## src/rtl/ux607_tl_qspi_byte_responder.sv

```systemverilog
// Byte-wide TileLink-UL responder behind the QSPI fragmenter.
// Each single-byte A beat becomes at most one byte-engine transaction and
// always exactly one in-order D beat. One transaction in flight at a time;
// an 8-bit response timer keeps a hung engine from stalling the bus.
module ux607_tl_qspi_byte_responder #(
  parameter int ADDR_W  = 30,
  parameter int SRC_W   = 7,
  parameter int TIMEOUT = 255
) (
  input  logic              clock,
  input  logic              reset,
  output logic              io_in_a_ready,
  input  logic              io_in_a_valid,
  input  logic [2:0]        io_in_a_bits_opcode,
  input  logic [2:0]        io_in_a_bits_param,
  input  logic [2:0]        io_in_a_bits_size,
  input  logic [SRC_W-1:0]  io_in_a_bits_source,
  input  logic [ADDR_W-1:0] io_in_a_bits_address,
  input  logic              io_in_a_bits_mask,
  input  logic [7:0]        io_in_a_bits_data,
  input  logic              io_in_d_ready,
  output logic              io_in_d_valid,
  output logic [2:0]        io_in_d_bits_opcode,
  output logic [1:0]        io_in_d_bits_param,
  output logic [2:0]        io_in_d_bits_size,
  output logic [SRC_W-1:0]  io_in_d_bits_source,
  output logic              io_in_d_bits_sink,
  output logic              io_in_d_bits_addr_lo,
  output logic [7:0]        io_in_d_bits_data,
  output logic              io_in_d_bits_error,
  output logic              io_eng_req_valid,
  input  logic              io_eng_req_ready,
  output logic              io_eng_req_write,
  output logic [ADDR_W-1:0] io_eng_req_addr,
  output logic [7:0]        io_eng_req_data,
  input  logic              io_eng_resp_valid,
  input  logic [7:0]        io_eng_resp_data,
  input  logic              io_eng_resp_error
);

  typedef enum logic [1:0] {
    S_IDLE = 2'd0,
    S_REQ  = 2'd1,
    S_WAIT = 2'd2,
    S_RESP = 2'd3
  } state_t;

  // Last timer value still spent waiting; reaching it ends the wait.
  localparam logic [7:0] TIMER_LAST = 8'(TIMEOUT - 1);

  state_t            state_q, state_d;
  logic              is_get_q, is_get_d;
  logic              is_put_q, is_put_d;
  logic [2:0]        size_q, size_d;
  logic [SRC_W-1:0]  source_q, source_d;
  logic [ADDR_W-1:0] addr_q, addr_d;
  logic [7:0]        wdata_q, wdata_d;
  logic [7:0]        timer_q, timer_d;

  // D channel registers: loaded only when entering RESP so they hold
  // their previous contents while no response is being offered.
  logic              dget_q, dget_d;
  logic [2:0]        dsize_q, dsize_d;
  logic [SRC_W-1:0]  dsrc_q, dsrc_d;
  logic              dlo_q, dlo_d;
  logic [7:0]        ddata_q, ddata_d;
  logic              derr_q, derr_d;

  logic a_fire;
  logic a_is_get;
  logic a_is_put;
  logic a_legal;
  logic unused_param;

  assign unused_param = ^io_in_a_bits_param;

  assign a_is_get = (io_in_a_bits_opcode == 3'd4);
  assign a_is_put = (io_in_a_bits_opcode == 3'd0) || (io_in_a_bits_opcode == 3'd1);
  assign a_legal  = (a_is_get || a_is_put) && (io_in_a_bits_size == 3'd0);

  // a_ready is masked by reset so nothing is accepted while reset is held.
  assign io_in_a_ready = (state_q == S_IDLE) && reset;
  assign a_fire        = io_in_a_valid && io_in_a_ready;

  assign io_eng_req_valid = (state_q == S_REQ);
  assign io_eng_req_write = is_put_q;
  assign io_eng_req_addr  = addr_q;
  assign io_eng_req_data  = wdata_q;

  assign io_in_d_valid        = (state_q == S_RESP);
  assign io_in_d_bits_opcode  = {2'b00, dget_q};
  assign io_in_d_bits_param   = 2'b00;
  assign io_in_d_bits_size    = dsize_q;
  assign io_in_d_bits_source  = dsrc_q;
  assign io_in_d_bits_sink    = 1'b0;
  assign io_in_d_bits_addr_lo = dlo_q;
  assign io_in_d_bits_data    = ddata_q;
  assign io_in_d_bits_error   = derr_q;

  // Next-state logic: capture, classify, engine handshake, timeout, D handshake.
  always_comb begin
    state_d  = state_q;
    is_get_d = is_get_q;
    is_put_d = is_put_q;
    size_d   = size_q;
    source_d = source_q;
    addr_d   = addr_q;
    wdata_d  = wdata_q;
    timer_d  = timer_q;
    dget_d   = dget_q;
    dsize_d  = dsize_q;
    dsrc_d   = dsrc_q;
    dlo_d    = dlo_q;
    ddata_d  = ddata_q;
    derr_d   = derr_q;
    case (state_q)
      S_IDLE: begin
        if (a_fire) begin
          is_get_d = a_is_get;
          is_put_d = a_is_put;
          size_d   = io_in_a_bits_size;
          source_d = io_in_a_bits_source;
          addr_d   = io_in_a_bits_address;
          wdata_d  = io_in_a_bits_data;
          if (!a_legal || (a_is_put && !io_in_a_bits_mask)) begin
            // Answered locally without touching the engine.
            state_d = S_RESP;
            dget_d  = a_is_get;
            dsize_d = io_in_a_bits_size;
            dsrc_d  = io_in_a_bits_source;
            dlo_d   = io_in_a_bits_address[0];
            ddata_d = 8'h00;
            derr_d  = !a_legal;
          end else begin
            state_d = S_REQ;
          end
        end
      end
      S_REQ: begin
        if (io_eng_req_ready) begin
          state_d = S_WAIT;
          timer_d = 8'h00;
        end
      end
      S_WAIT: begin
        if (io_eng_resp_valid || (timer_q == TIMER_LAST)) begin
          state_d = S_RESP;
          dget_d  = is_get_q;
          dsize_d = size_q;
          dsrc_d  = source_q;
          dlo_d   = addr_q[0];
          // A response arriving on the timeout cycle takes priority.
          if (io_eng_resp_valid) begin
            ddata_d = is_get_q ? io_eng_resp_data : 8'h00;
            derr_d  = io_eng_resp_error;
          end else begin
            ddata_d = 8'h00;
            derr_d  = 1'b1;
          end
        end else begin
          timer_d = timer_q + 8'd1;
        end
      end
      S_RESP: begin
        if (io_in_d_ready) begin
          state_d = S_IDLE;
        end
      end
      default: state_d = S_IDLE;
    endcase
  end

  // State and payload registers with synchronous active-low reset.
  always_ff @(posedge clock) begin
    if (!reset) begin
      state_q  <= S_IDLE;
      is_get_q <= 1'b0;
      is_put_q <= 1'b0;
      size_q   <= 3'd0;
      source_q <= '0;
      addr_q   <= '0;
      wdata_q  <= 8'h00;
      timer_q  <= 8'h00;
      dget_q   <= 1'b0;
      dsize_q  <= 3'd0;
      dsrc_q   <= '0;
      dlo_q    <= 1'b0;
      ddata_q  <= 8'h00;
      derr_q   <= 1'b0;
    end else begin
      state_q  <= state_d;
      is_get_q <= is_get_d;
      is_put_q <= is_put_d;
      size_q   <= size_d;
      source_q <= source_d;
      addr_q   <= addr_d;
      wdata_q  <= wdata_d;
      timer_q  <= timer_d;
      dget_q   <= dget_d;
      dsize_q  <= dsize_d;
      dsrc_q   <= dsrc_d;
      dlo_q    <= dlo_d;
      ddata_q  <= ddata_d;
      derr_q   <= derr_d;
    end
  end

endmodule

```

## config.mk

```make
export PLATFORM = sky130hd
export DESIGN_NAME = ux607_tl_qspi_byte_responder
export DESIGN_NICKNAME = d
export VERILOG_FILES = /design/src/rtl/ux607_tl_qspi_byte_responder.sv
export SDC_FILE = /design/constraint.sdc
export NUM_CORES = 1
export LEC_CHECK = 0
export ABC_AREA = 1
export BUFFER_PORTS_ARGS = -buffer_cell sky130_fd_sc_hd__clkbuf_2
export CORE_UTILIZATION = 30
export DETAILED_ROUTE_END_ITERATION = 10
export PLACE_DENSITY = 0.64
export RECOVER_POWER = 50
export SYNTH_ARGS = -nofsm -noshare
export SYNTH_HDL_FRONTEND = slang
export SYNTH_SLANG_ARGS = --single-unit
```

## constraint.sdc

```tcl
create_clock -name clock -period 3.15 [get_ports clock]
set_input_delay 0.945 -clock clock [delete_from_list [all_inputs] [get_ports clock]]
set_output_delay 0.945 -clock clock [all_outputs]
set_load 0.05 [all_outputs]
```

==> run metrics, run 1 <==
required time reported for the critical path endpoint 3.40 ns; Reg2Reg Depth 10; post-synthesis cell type with the largest combined area sky130_fd_sc_hd__dfxtp_1; most used standard cell by instance count after synthesis sky130_fd_sc_hd__nand2_1; Power Total 4.200 mW; endpoint kind of the worst setup timing path flop; first-pass GRT wire length 13520 um; signed area change from the synthesized netlist to the final layout 25.72%; count of endpoints failing hold in the final timing report 0; power per standard cell area 952.5 nW/um2; number of enable flip-flop cells after synthesis 0; post-synthesis cell count 485; wire length on met2 4036 um; Total Neg Setup Slack 0 ns; hold path depth 2; Final Net Count 676; result of the run finished with violations; type of the most critical hold path flop to flop; vias in the first global route 3014; pre-CTS setup slack 0.7661 ns; router iterations before antenna repair 5; post-CTS setup repair buffer count 0; Met1 Wirelength 3965 um; area of the core 11420 um2; final worst-path cycle share 0.8070; peak clock frequency supported by timing 393.4 MHz; flip-flop and latch count after synthesis 81; CTS clock-pin slew for the worst setup and hold paths 0.06 ns; unrepaired setup endpoints after global routing false; Startpoint Class input port; number of violations reported at the end of detailed-routing iteration 0 89; starting density of the core 0.3071; worst reg2reg setup slack 0.96 ns; area taken by multi-input logic gates 1608 um2; number of antenna violations at the first check in global routing 1; number of remaining DRC errors 0; post-synthesis async set-or-reset flop share 0; Hold Startpoint source_q[2]; CTS tree built; Resized cells post-CTS 0; area of the mapped netlist 3507 um2; via count 3316; share of the yosys chip area belonging to registers 0.4624; normalized max-slew margin -0.02664; Post-DP HPWL 6069 um; maximum number of pins on one net before global-route repair 77; end point of the most critical hold path source_q[2]; Chip Height 110.1 um; clk buf depth 2; final worst path period need 2.542 ns; Clock Skew 0.006333 ns; clock buffers created by TritonCTS 9; Filler cells 1233; average wire per cell in the routed design 11.60 um; top cells by area, synth sky130_fd_sc_hd__dfxtp_1, sky130_fd_sc_hd__nand2_1, sky130_fd_sc_hd__nand3_1, sky130_fd_sc_hd__nor2_1, sky130_fd_sc_hd__mux2i_1; violations in the final reports max-capacitance violations, max-slew violations; total track usage 0.1433; residual antenna-violating net count after detailed routing 0; final antenna diode count 0; worst setup path category input port to flop; min setup slack post-route 0.6081 ns; met3 wire length 661 um; total detailed-routing wirelength 8678 um; most used standard cells in the synthesized netlist sky130_fd_sc_hd__nand2_1, sky130_fd_sc_hd__dfxtp_1, sky130_fd_sc_hd__nor2_1; Max Cap Violations 1; clock root buffer sky130_fd_sc_hd__clkbuf_16; fraction of final layout cells sized beyond drive strength 1 0.1537; Critical Path AT 2.79 ns; Max FO, Critical Path 76; number of failing setup endpoints in the final timing report 0; final count of pins violating max slew 77; Std-Cell Rows 39; Buffers on Ports 129; storage element area 1622 um2; Top Ports 138; Crit Reg-Reg Endpoint io_in_d_bits_source[3]; top cell type's share of synthesized area 0.4624; number of clock sinks 81; distinct cell type count of the synthesized netlist 28; clock insertion delay at the later pin of the skew report 0.33 ns; Worst Tran Pin Value 1.540 ns; Top FF cell, synth sky130_fd_sc_hd__dfxtp_1; Chip Width 110.1 um; Leak 2.108 nW; syn avg cell area 7.231 um2; Final GP Congestion 0.7670; number of H-tree branching levels 3; worst reg2reg startpoint state_q[0]; total overflow reported by the global router 0; worst vdd ir 0.4368 mV; area of the die 12130 um2; number of warnings printed during yosys synthesis 0; # hold bufs at CTS 0; highest metal layer used by the detailed router met5; vias per cell 4.433
## cell usage in the layout, fill, tap and decap left out, drive strengths merged, types with 5 or more instances in the layout
master	count
o21ai	8
a21oi	10
nor2	61
conb	5
nand3	54
dfxtp	81
nand2	186
clkbuf	143
inv	21
ha	6
mux2i	11
## flip-flops by register name, indices dropped and copies added, names as in the netlist
| name | count |
|---|---|
| state_q | 2 |
| io_in_d_bits_addr_lo | 1 |
| size_q | 3 |
| io_in_d_bits_error | 1 |
| io_in_d_bits_size | 3 |
| io_in_d_bits_data | 8 |
| io_in_d_bits_source | 7 |
| io_eng_req_write | 1 |
| source_q | 7 |
| is_get_q | 1 |
| io_eng_req_data | 8 |
| dget_q | 1 |
| io_eng_req_addr | 30 |
| timer_q | 8 |
## power by group
part | internal, mW | switching (mW) | total [mW]
Clock | 0.718 | 0.407 | 1.13
Sequential | 1.25 | 0.115 | 1.37
Combinational | 0.381 | 1.33 | 1.71
Total | 2.35 | 1.85 | 4.20
## worst max-delay path, cell delays in order
cell and delay, ns:
sky130_fd_sc_hd__clkbuf_2 0.09, sky130_fd_sc_hd__clkbuf_2 1.11, sky130_fd_sc_hd__inv_1 0.38, sky130_fd_sc_hd__a21oi_1 0.23
## final cells by class
class | instances | share of cell area
clock buffer | 12 | 0.05590
inverter | 22 | 0.01873
timing repair buffer | 133 | 0.1351
tap | 143 | 0.04058
sequential | 81 | 0.3678
clock inverter | 4 | 0.01731
multi-input combinational | 353 | 0.3646
## kinds of logic (layout without fill, tap and decap cells)
family,count (synthesis),in the layout,share of synthesized area
AOI/OAI and AO/OA,20,20,0.02961
other,1,5,0.001069
buffers and inverters,55,171,0.07848
xor gates and xnor gates,2,2,0.004996
and+or+nand+nor,309,309,0.3707
muxes,11,11,0.03140
DFF,81,81,0.4624
adders and majority gates,6,6,0.02141
## stage by stage
| step | utilization | std cells | cell area [um2] | hold WS [ns] |
|---|---|---|---|---|
| 5_1_grt | 0.3861 | 748 | 4409 | 0.4822 |
| 3_3_place_gp | 0.3664 | 732 | 4184 | 0.4514 |
| 6_report | 0.3861 | 748 | 4409 | 0.4643 |
| 3_5_place_dp | 0.3664 | 732 | 4184 | 0.4570 |
| 4_1_cts | 0.3947 | 748 | 4507 | 0.4662 |
| 2_1_floorplan | - | 489 | 3522 | 0.4428 |
## per-layer routing
layer	vias up	track usage
met1	1473	0.1699
met4	2	0.03665
met3	2	0.05291
met2	103	0.2442
met5	-	0
li1	1736	-
## how the worst max path moves through the flow
stage,startpoint,to,slack [ns],cells past startpoint
global placement,reset,io_in_a_ready,0.77,4
global route,reset,timer_q[5],0.35,4
finish,reset,timer_q[1],0.61,4
floorplan,reset,io_in_a_ready,0.89,3
detailed placement,reset,io_in_a_ready,0.77,4
CTS,state_q[0],io_in_a_ready,0.70,5
No activity file was read; power rests on OpenSTA's default activity.
==> run 2: changes to the inputs <==
PLACE_DENSITY = 0.66   (was 0.64)
clock period = 2.1 ns   (was 3.15 ns; I/O delays follow)
==> run 2 against run 1 <==
  * The run now ends clean
  * Sequential share of layout area decreased by 0.052 points
  * Clock power increased by 28%
  * Flip-flop and latch count unchanged
  * Cell count increased by 0.40%
==> run metrics, run 2 (synthesis gave the netlist of run 1 again) <==
result of the run completed; vias in the first global route 2939; power per standard cell area 1399 nW/um2; count of endpoints failing hold in the final timing report 0; Chip Width 110.1 um; post-layout util 0.3867; clock insertion delay at the later pin of the skew report 0.34 ns; endpoint kind of the worst setup timing path output pin; required time reported for the critical path endpoint 1.47 ns; Worst Tran Pin Value 0.8747 ns; average wire per cell in the routed design 11.77 um; part of the power in combinational logic 0.434; fraction of final layout cells sized beyond drive strength 1 0.1694; ordered list of cells on the worst path inv_1 > ha_2 > nand2_1 > inv_2 > clkbuf_4; area of the core 11420 um2; Leak 2.089 nW; Clock Skew 0.006889 ns; Final GP Congestion 0.7490; normalized max-slew margin 0.4169; worst vdd ir 0.6827 mV; clk buf depth 2; final design instance area without fill 4415 um2; area of the die 12130 um2; number of flip-flops under the largest register name 30; switching power 2.871 mW; starting density of the core 0.3071; worst reg2reg startpoint state_q[1]; worst setup path category flop to output pin; met2 Resource Use GR 0.2402; Top Ports 138; clock buffers created by TritonCTS 9; Critical Path AT 1.38 ns; total detailed-routing wirelength 8839 um; total track usage 0.1481; router iterations before antenna repair 4; CTS clock-pin slew for the worst setup and hold paths 0.06 ns; top library cells by usage in the layout, fill and taps aside sky130_fd_sc_hd__nand2_1, sky130_fd_sc_hd__dfxtp_1, sky130_fd_sc_hd__clkbuf_2; CTS tree built; number of clock sinks 81; via count 3360; maximum number of pins on one net before global-route repair 77; hold path depth 2; number of H-tree branching levels 3; final count of pins violating max slew 0; final antenna diode count 0; Reg2Reg Depth 10; number of antenna violations at the first check in global routing 0; Max Cap Violations 0; busiest layer in global routing met2; clock group share of total power 0.235; min setup slack post-route 0.09440 ns; signed area change from the synthesized netlist to the final layout 25.90%; worst hold slack after final layout 0.4642 ns; clock root buffer sky130_fd_sc_hd__clkbuf_16; Crit Reg-Reg Endpoint io_in_d_bits_data[4]; switching fraction of total power 0.4648; Startpoint Class flop; number of violations reported at the end of detailed-routing iteration 0 104; register share of total power 0.331; number of failing setup endpoints in the final timing report 0; Total Neg Setup Slack 0 ns; Slowest cell on crit path sky130_fd_sc_hd__dfxtp_1; Largest stage delay, worst path 0.33 ns; cell area reported after detailed placement 4199 um2; Chip Height 110.1 um; residual antenna-violating net count after detailed routing 0; end point of the most critical hold path io_eng_req_addr[23]; met3 Resource Use GR 0.05291; pre-CTS setup slack 0.05297 ns; first-pass GRT wire length 13600 um; most common library cell in the layout ignoring fill and taps sky130_fd_sc_hd__nand2_1; Power Total 6.177 mW; total overflow reported by the global router 0; final worst-path cycle share 0.9550; number of placed instances with taps included 734; Post-DP HPWL 6078 um; Std-Cell Rows 39; Buffers on Ports 129; internal power of the cells 3.306 mW; Max FO, Critical Path 5; Final Net Count 679; vias per cell 4.474; peak clock frequency supported by timing 498.6 MHz; final worst path period need 2.006 ns; number of remaining DRC errors 0; met1 Usage GRT 0.1738; type of the most critical hold path flop to flop; post-CTS setup repair buffer count 0; unrepaired setup endpoints after global routing false; Hold Startpoint io_eng_req_addr[23]; worst reg2reg setup slack 0.22 ns; Final Non-Filler Cells 751
-- run 2: worst max path at each step --
stage	start	end	slack, ns	cells past startpoint
after floorplan	reset	io_in_d_bits_addr_lo	0.24	11
after global placement	io_in_a_bits_opcode[1]	io_in_d_bits_source[6]	0.11	9
after detailed placement	io_in_a_bits_opcode[1]	io_in_d_bits_source[5]	0.05	9
after CTS	state_q[1]	io_in_a_ready	0.02	5
after global routing	state_q[0]	io_in_a_ready	0.002	5
final	state_q[1]	io_in_a_ready	0.09	5
-- run 2: metal layers --
| layer | routed length [um] | vias to the layer above |
|---|---|---|
| met2 | 4012 | 108 |
| met1 | 3943 | 1492 |
| met5 | 0 | - |
| met4 | 155 | 0 |
| li1 | - | 1748 |
| met3 | 727 | 12 |
-- run 2: layout make-up --
type                            count  area (um2)
Fill cell                        1214        7003
Inverter                           22       82.58
Clock inverter                      6       43.79
Multi-Input combinational cell    354        1642
Sequential cell                    81        1622
Tap cell                          143       178.9
Clock buffer                       10       229.0
Timing Repair Buffer              135       618.1
-- run 2: timing repair --
| action | 4_1_cts | 5_1_grt |
|---|---|---|
| gates cloned | 0 | 1 |
| pin swaps | 0 | 1 |
| hold buffers | 0 | 0 |
| gates resized for setup | 1 | 2 |
| endpoints found under the hold margin | 0 | 0 |
| setup endpoints to repair | 1 | 21 |
-- run 2: power by group through the flow --
stage                     logic (mW)  clock network (mW)  registers (mW)
after floorplan                 1.33                   0            2.98
after CTS                       2.72                1.51            2.05
after global routing            2.95                1.57            2.09
after global placement          2.66                   0            2.07
final                           2.68                1.45            2.05
after detailed placement        2.71                   0            2.08
-- run 2: critical path: cells and delay by family, from the launching register on --
kind | cells | cell delay (ns)
buffers and inverters | 3 | 0.38
flip-flops | 1 | 0.33
adder cells (fa/ha/maj) | 1 | 0.24
AND/OR/NAND/NOR | 1 | 0.08
==> run 3: changes to the inputs <==
PLACE_DENSITY = 0.64   (was 0.66)
clock period = 2.02 ns   (was 2.1 ns; I/O delays follow)
==> run 3 against run 2 <==
  * Die area unchanged
  * Sequential power is 4% higher
  * Power is 9.2% higher
  * Clock power is 22% higher
==> run metrics, run 3 (synthesis gave the netlist of run 1 again) <==
signed area change from the synthesized netlist to the final layout 27.90%; number of remaining DRC errors 0; worst setup path category flop to output pin; Chip Height 110.1 um; residual antenna-violating net count after detailed routing 0; category of cells accounting for the largest share of critical-path delay buffers and inverters; ordered list of cells on the worst path inv_1 > ha_4 > nand2_1 > inv_2 > clkbuf_4; result of the run completed; Clock Skew 0.007650 ns; maximum number of pins on one net before global-route repair 77; final worst-path cycle share 0.9483; fraction of final layout cells sized beyond drive strength 1 0.1727; Final Net Count 680; Critical Path AT 1.31 ns; Std-Cell Rows 39; Leak 2.125 nW; clk buf depth 2; total overflow reported by the global router 0; Max Cap Violations 0; final worst path period need 1.915 ns; count of endpoints failing hold in the final timing report 0; highest metal layer used by the detailed router met5; power per standard cell area 1504 nW/um2; endpoint kind of the worst setup timing path output pin; Buffers on Ports 129; area of the die 12130 um2; number of failing setup endpoints in the final timing report 0; part of the power in combinational logic 0.422; number of antenna violations at the first check in global routing 1; number of violations reported at the end of detailed-routing iteration 0 109; # hold bufs at CTS 0; unrepaired setup endpoints after global routing false; Slowest cell on crit path sky130_fd_sc_hd__dfxtp_1; clock group share of total power 0.262; vias in the first global route 2966; final antenna diode count 0; Final GP Congestion 0.7917; peak clock frequency supported by timing 522.1 MHz; Post-DP HPWL 5954 um; Total Neg Setup Slack 0 ns; Chip Width 110.1 um; Met1 Wirelength 3972 um; vias per cell 4.445; total detailed-routing wirelength 8907 um; worst vdd ir 0.7883 mV; type of the most critical hold path input port to flop; router iterations before antenna repair 4; Top Ports 138; number of buffer and inverter stages on the critical path 3; most common library cell in the layout ignoring fill and taps sky130_fd_sc_hd__nand2_1; clock root buffer sky130_fd_sc_hd__clkbuf_16; starting density of the core 0.3071; worst hold slack after final layout 0.4616 ns; first-pass GRT wire length 13610 um; internal power of the cells 3.739 mW; CTS tree built; number of clock sinks 81; normalized max-slew margin 0.4156; Max FO, Critical Path 5; top library cells by usage in the layout, fill and taps aside sky130_fd_sc_hd__nand2_1, sky130_fd_sc_hd__dfxtp_1, sky130_fd_sc_hd__clkbuf_2; area of the core 11420 um2; Filler cells 1268; number of flip-flops under the largest register name 30; Startpoint Class flop; required time reported for the critical path endpoint 1.41 ns; switching power 3.005 mW; via count 3338; wire length on met2 4010 um; final count of pins violating max slew 0; Largest stage delay, worst path 0.33 ns; average wire per cell in the routed design 11.86 um; CTS clock-pin slew for the worst setup and hold paths 0.06 ns; switching fraction of total power 0.4456; number of H-tree branching levels 3; clock buffers created by TritonCTS 9; final design instance area without fill 4486 um2; met3 wire length 804 um; cell area reported after detailed placement 4192 um2; clock insertion delay at the later pin of the skew report 0.34 ns; Worst Tran Pin Value 0.8767 ns; register share of total power 0.316; total track usage 0.1470
-- run 3: changes by cell type in the layout (fill, tap and decap cells not counted), moves of 2 or more --
| cell | previous run | this run |
|---|---|---|
| sky130_fd_sc_hd__bufinv_16 | 0 | 2 |
| sky130_fd_sc_hd__clkbuf_1 | 61 | 59 |
| sky130_fd_sc_hd__clkinvlp_4 | 4 | 2 |
| sky130_fd_sc_hd__nor2_4 | 3 | 5 |
-- run 3: power by group through the flow --
stage	Sequential, mW	Combinational, mW	Clock, mW
after floorplan	3.10	1.38	0
after global placement	2.14	2.76	0
after detailed placement	2.17	2.80	0
after CTS	2.14	2.81	1.81
after global routing	2.18	3.14	1.87
final	2.13	2.85	1.77
-- run 3: timing repair --
item                                    CTS  global route
endpoints found under the hold margin     0             0
gates cloned                              0             3
pin swaps                                 0             2
buffers inserted                          0             0
gates resized for setup                   2             4
endpoints found under the setup margin    1            27
-- run 3: metrics by stage --
| step | util | total power [mW] | setup WS (ns) | std cells |
|---|---|---|---|---|
| 6_report | 0.3928 | 6.744 | 0.1045 | 751 |
| 5_1_grt | 0.3928 | 7.191 | 0.01442 | 751 |
| 4_1_cts | 0.3955 | 6.756 | 0.006740 | 748 |
| 3_5_place_dp | 0.3671 | 4.965 | 0.05732 | 733 |
| 3_3_place_gp | 0.3671 | 4.908 | 0.08299 | 733 |
| 2_1_floorplan | - | 4.480 | 0.1802 | 489 |
-- run 3: area by class of cell --
type,count,area (um2),share of cell area
timing repair buffer,134,611.8,0.1364
multi-input combinational,356,1672,0.3727
sequential,81,1622,0.3615
inverter,22,82.58,0.01841
clock buffer,10,239.0,0.05328
tap,143,178.9,0.03989
clock inverter,5,80.08,0.01785
-- run 3: metal layers --
| metal | track usage | vias to the layer above |
|---|---|---|
| met5 | 0 | - |
| met3 | 0.06761 | 12 |
| met1 | 0.1718 | 1475 |
| met2 | 0.2313 | 100 |
| met4 | 0.06297 | 2 |
| li1 | - | 1749 |
-- run 3: worst register-to-register path, cell delays in order (launching register included) --
cell,delay [ns]
sky130_fd_sc_hd__dfxtp_1,0.37
sky130_fd_sc_hd__inv_2,0.08
sky130_fd_sc_hd__ha_2,0.24
sky130_fd_sc_hd__inv_1,0.08
sky130_fd_sc_hd__buf_4,0.17
sky130_fd_sc_hd__nand2_1,0.07
sky130_fd_sc_hd__nand2_1,0.08
sky130_fd_sc_hd__nand2_1,0.21
sky130_fd_sc_hd__inv_1,0.23
sky130_fd_sc_hd__nand2_1,0.08
sky130_fd_sc_hd__a21oi_1,0.14
-- run 3: path summary, 6_finish.rpt --
| check | from | endpoint | slack, ns | cells after the start |
|---|---|---|---|---|
| setup reg to reg | state_q[0] | timer_q[1] | 0.20 | 10 |
| hold / removal | io_in_a_bits_address[29] | io_eng_req_addr[29] | 0.46 | 3 |
| hold reg to reg | size_q[2] | size_q[2] | 0.46 | 2 |
| setup / recovery | state_q[1] | io_in_a_ready | 0.10 | 5 |
